$ cat src/rtl/reg_file_wb.sv
// Write-back register file: 32x32, r0 hardwired to zero, with commit tracking.
// Define RF_WB_BYPASS_EN to forward same-cycle write-back data onto the read ports.
module reg_file_wb (
  input  logic        clk,
  input  logic        reset,
  input  logic        RegWrite_W,
  input  logic [4:0]  WriteReg_W,
  input  logic [31:0] Result_W,
  input  logic [4:0]  A1,
  input  logic [4:0]  A2,
  output logic [31:0] RD1,
  output logic [31:0] RD2,
  output logic [31:0] WriteCount,
  output logic [4:0]  LastWriteReg,
  output logic [31:0] LastWriteData
);

  logic [31:0] regs_q [32];
  logic [31:0] regs_d [32];
  logic [31:0] count_q, count_d;
  logic [4:0]  last_reg_q, last_reg_d;
  logic [31:0] last_data_q, last_data_d;
  logic        commit;

  assign commit = RegWrite_W && (WriteReg_W != 5'd0);

  always_comb begin
    regs_d      = regs_q;
    count_d     = count_q;
    last_reg_d  = last_reg_q;
    last_data_d = last_data_q;
    if (commit) begin
      regs_d[WriteReg_W] = Result_W;
      count_d            = count_q + 32'd1;
      last_reg_d         = WriteReg_W;
      last_data_d        = Result_W;
    end
    regs_d[0] = '0;
  end

  always_ff @(posedge clk or negedge reset) begin
    if (!reset) begin
      for (int i = 0; i < 32; i++) regs_q[i] <= '0;
      count_q     <= '0;
      last_reg_q  <= '0;
      last_data_q <= '0;
    end else begin
      regs_q      <= regs_d;
      count_q     <= count_d;
      last_reg_q  <= last_reg_d;
      last_data_q <= last_data_d;
    end
  end

`ifdef RF_WB_BYPASS_EN
  logic byp1, byp2;

  // Index 0 and reset are excluded so r0 and a clearing file never forward.
  assign byp1 = reset && commit && (WriteReg_W == A1);
  assign byp2 = reset && commit && (WriteReg_W == A2);
  assign RD1  = byp1 ? Result_W : regs_q[A1];
  assign RD2  = byp2 ? Result_W : regs_q[A2];
`else
  assign RD1 = regs_q[A1];
  assign RD2 = regs_q[A2];
`endif

  assign WriteCount    = count_q;
  assign LastWriteReg  = last_reg_q;
  assign LastWriteData = last_data_q;

endmodule

$ cat config.mk
export PLATFORM = sky130hd
export DESIGN_NAME = reg_file_wb
export DESIGN_NICKNAME = d
export VERILOG_FILES = /design/src/rtl/reg_file_wb.sv
export SDC_FILE = /design/constraint.sdc
export NUM_CORES = 2
export LEC_CHECK = 0
export ABC_AREA = 1
export CORE_MARGIN = 10
export CORE_UTILIZATION = 50
export DETAILED_ROUTE_END_ITERATION = 10
export PLACE_DENSITY_LB_ADDON = 0.2
export SLEW_MARGIN = 15
export SYNTH_ARGS = -nofsm -noshare
export SYNTH_HDL_FRONTEND = slang
export SYNTH_SLANG_ARGS = --single-unit
$ cat constraint.sdc
create_clock -name clk -period 3.9 [get_ports clk]
set_clock_uncertainty 0.1 [all_clocks]
set_input_delay 0.975 -clock clk [delete_from_list [all_inputs] [get_ports clk]]
set_output_delay 0.975 -clock clk [all_outputs]
set_load 0.005 [all_outputs]
Word level (Yosys, flattened, before mapping)
Cells that the tools add are included.
{"block": "classes", "order_cmp": 4, "n_mux": 9, "reduce_logical": 3, "bitwise_logic": 3, "n_addsub": 1}
{"op": "1024-bit bitwise mux", "count": 1}
{"op": "32-bit binary-select mux with 5-bit select", "count": 2}
{"op": "32-bit demux with 5-bit select", "count": 1}
{"op": "32-bit 2-to-1 mux", "count": 5}
{"op": "32-bit by 1-bit adder with 32-bit output (second input constant)", "count": 1}
{"op": "6-bit >= comparator (second input constant)", "count": 3}
{"op": "5-bit NOT with 6-bit output", "count": 3}
{"op": "6-bit by 1-bit < comparator with 1-bit output (second input constant)", "count": 1}
{"op": "5-bit nonzero test", "count": 1}
{"op": "1-bit logical AND", "count": 2}
{"block": "word_totals", "ff_bits": 1061, "output_inout_bits": 133, "word_cells": 54, "in_bits": 50}

Logic depth before layout (Yosys ltp)
{"block": "depth", "word_depth": 6, "mapped_depth": 12}

Worst setup path after synthesis
OpenSTA, ideal clock, no wires.
{"block": "synth_timing", "kind": "in2out", "from": "in A1[1]", "to": "out RD1[27]", "arrival_time_ns": 2.293, "n_path_buf": 3, "path_stages": 9, "setup_slack_ns": 0.532, "required_time_ns": 2.825, "path_cell_list": "clkbuf_1 nor2_1 clkbuf_1 clkbuf_1 nand2_1 nand3_1 nand3_1 nand3_1 nand2_1"}
{"block": "synth_between", "elab_chain_len": 4}
{"item": "start: declaration", "line": "9", "rtl": "input logic [4:0] A1,"}
{"item": "5-bit NOT with 6-bit output (implied by the code)", "line": "64", "rtl": "assign RD1 = regs_q[A1];"}
{"item": "32-bit binary-select mux with 5-bit select", "line": "64"}
{"item": "32-bit 2-to-1 mux (implied by the code) (2 in series)", "line": "64"}
{"item": "end: declaration", "line": "11", "rtl": "output logic [31:0] RD1,"}
Every way passes these cells. The select of a mux whose other input is x is not followed.

Final worst setup path
{"block": "layout_timing", "from": "in A2[0]", "to": "out RD2[11]"}
{"block": "layout_between", "elab_chain_len": 4}
{"item": "start: declaration", "line": "10", "rtl": "input logic [4:0] A2,"}
{"item": "5-bit NOT with 6-bit output (implied by the code)", "line": "65", "rtl": "assign RD2 = regs_q[A2];"}
{"item": "32-bit binary-select mux with 5-bit select", "line": "65"}
{"item": "32-bit 2-to-1 mux (implied by the code) (2 in series)", "line": "65"}
{"item": "end: declaration", "line": "12", "rtl": "output logic [31:0] RD2,"}
Every way passes these cells. The select of a mux whose other input is x is not followed.

==> results.md <==
- P per Cell Area: 481 nW/um2
- Total power: roughly 34 mW
- RSZ-0062 raised after global routing: yes
- CP startpoint kind: input pin
- Clock Power Share: 35.4%
- Sequential Power Share: 42.5%
- CP max FO: 8
- CP Data Required Time: 2.82 ns
- Worst path buffer plus inverter count: 6
- Grt total ovfl: 0
- Total die area: roughly 130,000 um2
- Critical Path AT: ~2.9 ns
- Post-synth top cells: nand2_1 (3,072), nand3_1 (1,545), dfrtp_1 (1,061)
- Final non-filler cell total: between 10,000 and 15,000
- Final setup TNS: -0.0326 ns
- TritonCTS buffer count: approximately 120
- Placement Cell Area: between 60,000 and 70,000 um2
- Async set or reset register ratio after synthesis: 100%
- Area share of the largest cell type after synthesis: 45.0%
- Failing checks: setup timing
- Fmax: about 0.25 GHz
- Outcome: finished, violations left
- Combinational Power Share: approximately 22%
- Longest Clk Path Bufs: 3
- Ys Warns: 0
- Crit-path max cell delay: slightly above 0.5 ns
- Setup Viol. Count Final: 1
- Pint: between 20 and 25 mW
- PortBufs: 182
- Final instance area: ~71,000 um2
- Final wirelength: ~240 mm
- WL per Instance: about 23 um
- VDD IR max: 0.438 mV
- Worst slew margin: 27.5%
- Syn Inst Count: 8,695
- Avg Vias per Cell: approximately 6.0
- Layout area overhead: 19.6%
- Clock root buffer: clkbuf_16
- First-pass GRT wire length: roughly 350 mm
- Hold_buf cts: 0
- Dominant cell type by area after synthesis: dfrtp_1
- Syn_area_per_cell: between 6 and 7 um2
- Initial Util: about half
- Post-Synthesis Cell Area: approximately 59,000 um2
- Pleak: about 35 nW
- Detailed-route via count: 61,925
- Die Ht: ~360 um
- Yosys cell types: 24
- Switching power: ~11 mW
- Setup ws final: -0.0326 ns
- Crit Path Category: in -> out
- Share of layout cells above drive strength 1: about 8%
- Hold Path Class: in -> async
- # fillers: 10,448
- Least-Margin Pin Slew: between 1 and 1.5 ns
- Post-Syn Nets: 8,746
- # DRC: 0
- Max-Cap Viols: 0
- Critical-path top delay cell: clkdlybuf4s50_1
- Largest net degree at the start of global routing: slightly above 80
- Vias in the first global route: ~58,000
- Routed met2 length: a little over 100 mm
- Minimum clock period after layout: between 3 and 4 ns
- Most used DFF post-synth: dfrtp_1
- Count leader, synth: nand2_1
- Reg clk slew, reported paths: approximately 0.060 ns
- CTS H-Tree Depth: 3
- Routability congestion estimate from global placement: around 0.92
- Crit path capture type: output pin
- Total GRT Usage: between 30% and 40%
- Routed met3 length: 29.8 mm
- Cells after DPL: about 10,000
- WL met1: between 90 and 100 mm
- Max Slew Vio Count: 0
- Seq/Total Area, Yosys: ~45%
- Fin crit share: 101%
- Initial antenna violation count: 13
- Largest cells by area after synthesis: dfrtp_1 (45%), nand2_1 (20%), nand3_1 (13%)
- EDFF count, synth: 0
- Row count: approximately 130
- Io pins: 183
- Crit-path cells: buf_16, inv_8, nor2_4, buf_12, buf_12, buf_4, nand2_1, nand3_1, nand3_1, nand3_2, nand2_4, clkdlybuf4s50_1
- Starting DRT DRC Count: roughly 9,600
- Endpoints failing hold: 0
- DR top layer: met5
- Core Region: roughly 120,000 um2
- ANT nets after route: 0
- Final Net Count: between 8,000 and 9,000
- Largest delay contributor family on the critical path: buffers and inverters
- Sw frac: roughly 32%
- #FFs+latches synth: between 1,000 and 1,500
- DIE WIDTH: between 300 and 400 um
- Clk sinks: between 1,000 and 1,500
- Worst skew pair latency: about 0.73 ns
- Detailed Place HPWL: 142 mm
- CTS tree: built
- Drt first pass iters: 9
power by group through the flow:
stage	Clock, mW	Sequential [mW]	Combinational, mW
2_1_floorplan	0	14.2	4.63
3_3_place_gp	0	14.5	7.01
3_5_place_dp	0	14.5	7.21
4_1_cts	12.1	14.4	7.27
5_1_grt	12.6	14.6	8.48
6_report	12.0	14.4	7.53
layer usage:
| metal | track usage [%] | vias up |
|---|---|---|
| li1 | - | 27782 |
| met1 | 46.7 | 29102 |
| met5 | 0 | - |
| met3 | 7.48 | 810 |
| met4 | 17.2 | 12 |
| met2 | 52.2 | 4219 |
path summary, 6_finish.rpt:
check / start / endpoint / slack, ns / cells past startpoint
min: reset / LastWriteData[11] / 0.25 / 1
max: A2[0] / RD2[11] / -0.03 / 12
min in group clk: LastWriteReg[1] / LastWriteReg[1] / 0.38 / 2
max in group asynchronous: reset / regs_q[713] / 2.42 / 3
min reg2reg: LastWriteReg[1] / LastWriteReg[1] / 0.38 / 2
max reg2reg: WriteCount[2] / WriteCount[21] / 2.04 / 6
timing repair:
action,4_1_cts,5_1_grt
buffers inserted,9,27
pin swaps,1,11
endpoints found under the setup margin,52,45
resized for setup,52,106
gates cloned,4,18
metrics by stage:
stage,util [%],hold slack (ns),worst slack (ns)
after floorplan,-,0.353,0.532
after global placement,55.7,0.364,-0.119
after detailed placement,55.7,0.372,-0.120
after CTS,59.6,0.232,-0.0467
after global routing,60.5,0.269,-0.0562
final,60.5,0.254,-0.0326
cell type report:
| cell class | count | area [um2] | share of cell area, % |
|---|---|---|---|
| multi-input combinational | 6169 | 27200 | 38.6 |
| sequential | 1061 | 26600 | 37.6 |
| timing repair buffer | 583 | 7860 | 11.1 |
| clock buffer | 163 | 3380 | 4.79 |
| inverter | 765 | 2920 | 4.13 |
| tap | 1524 | 1910 | 2.70 |
| clock inverter | 57 | 759 | 1.08 |
| antenna | 2 | 5.00 | 0.00709 |
kinds of logic (layout without fill, tap and decap cells):
logic type / Yosys count / in the layout / synth area share [%]
other: 0 / 2 / 0
AO/OA/AOI/OAI: 1284 / 1284 / 10.9
flip-flops: 1061 / 1061 / 45.0
AND/OR/NAND/NOR: 4866 / 4866 / 34.4
XOR/XNOR: 18 / 18 / 0.267
adder cells (fa/ha/maj): 1 / 1 / 0.0212
buffers and inverters: 1465 / 1568 / 9.42
state kept, by name (all words and copies together), names as in the netlist:
| name | cells |
|---|---|
| regs_q | 992 |
| LastWriteReg | 5 |
| LastWriteData | 32 |
| WriteCount | 32 |
cell usage in the layout, fill, tap and decap left out, types with 12 or more instances in the layout:
cell / n
o21ai_1: 33
nand2_2: 47
dfrtp_1: 1061
o21ai_0: 963
nand3_1: 1536
buf_4: 184
inv_1: 751
dlymetal6s2s_1: 34
nor3_1: 14
clkdlybuf4s50_1: 118
clkinv_2: 25
clkbuf_1: 21
nand2_4: 15
buf_12: 171
nand2_1: 3010
dlygate4sd2_1: 17
clkbuf_16: 138
nand3b_1: 12
nor2_1: 214
a21oi_1: 284
buf_16: 21
bufinv_16: 16
clkbuf_8: 22
xor2_1: 12
(Power assumes the default switching activity.)
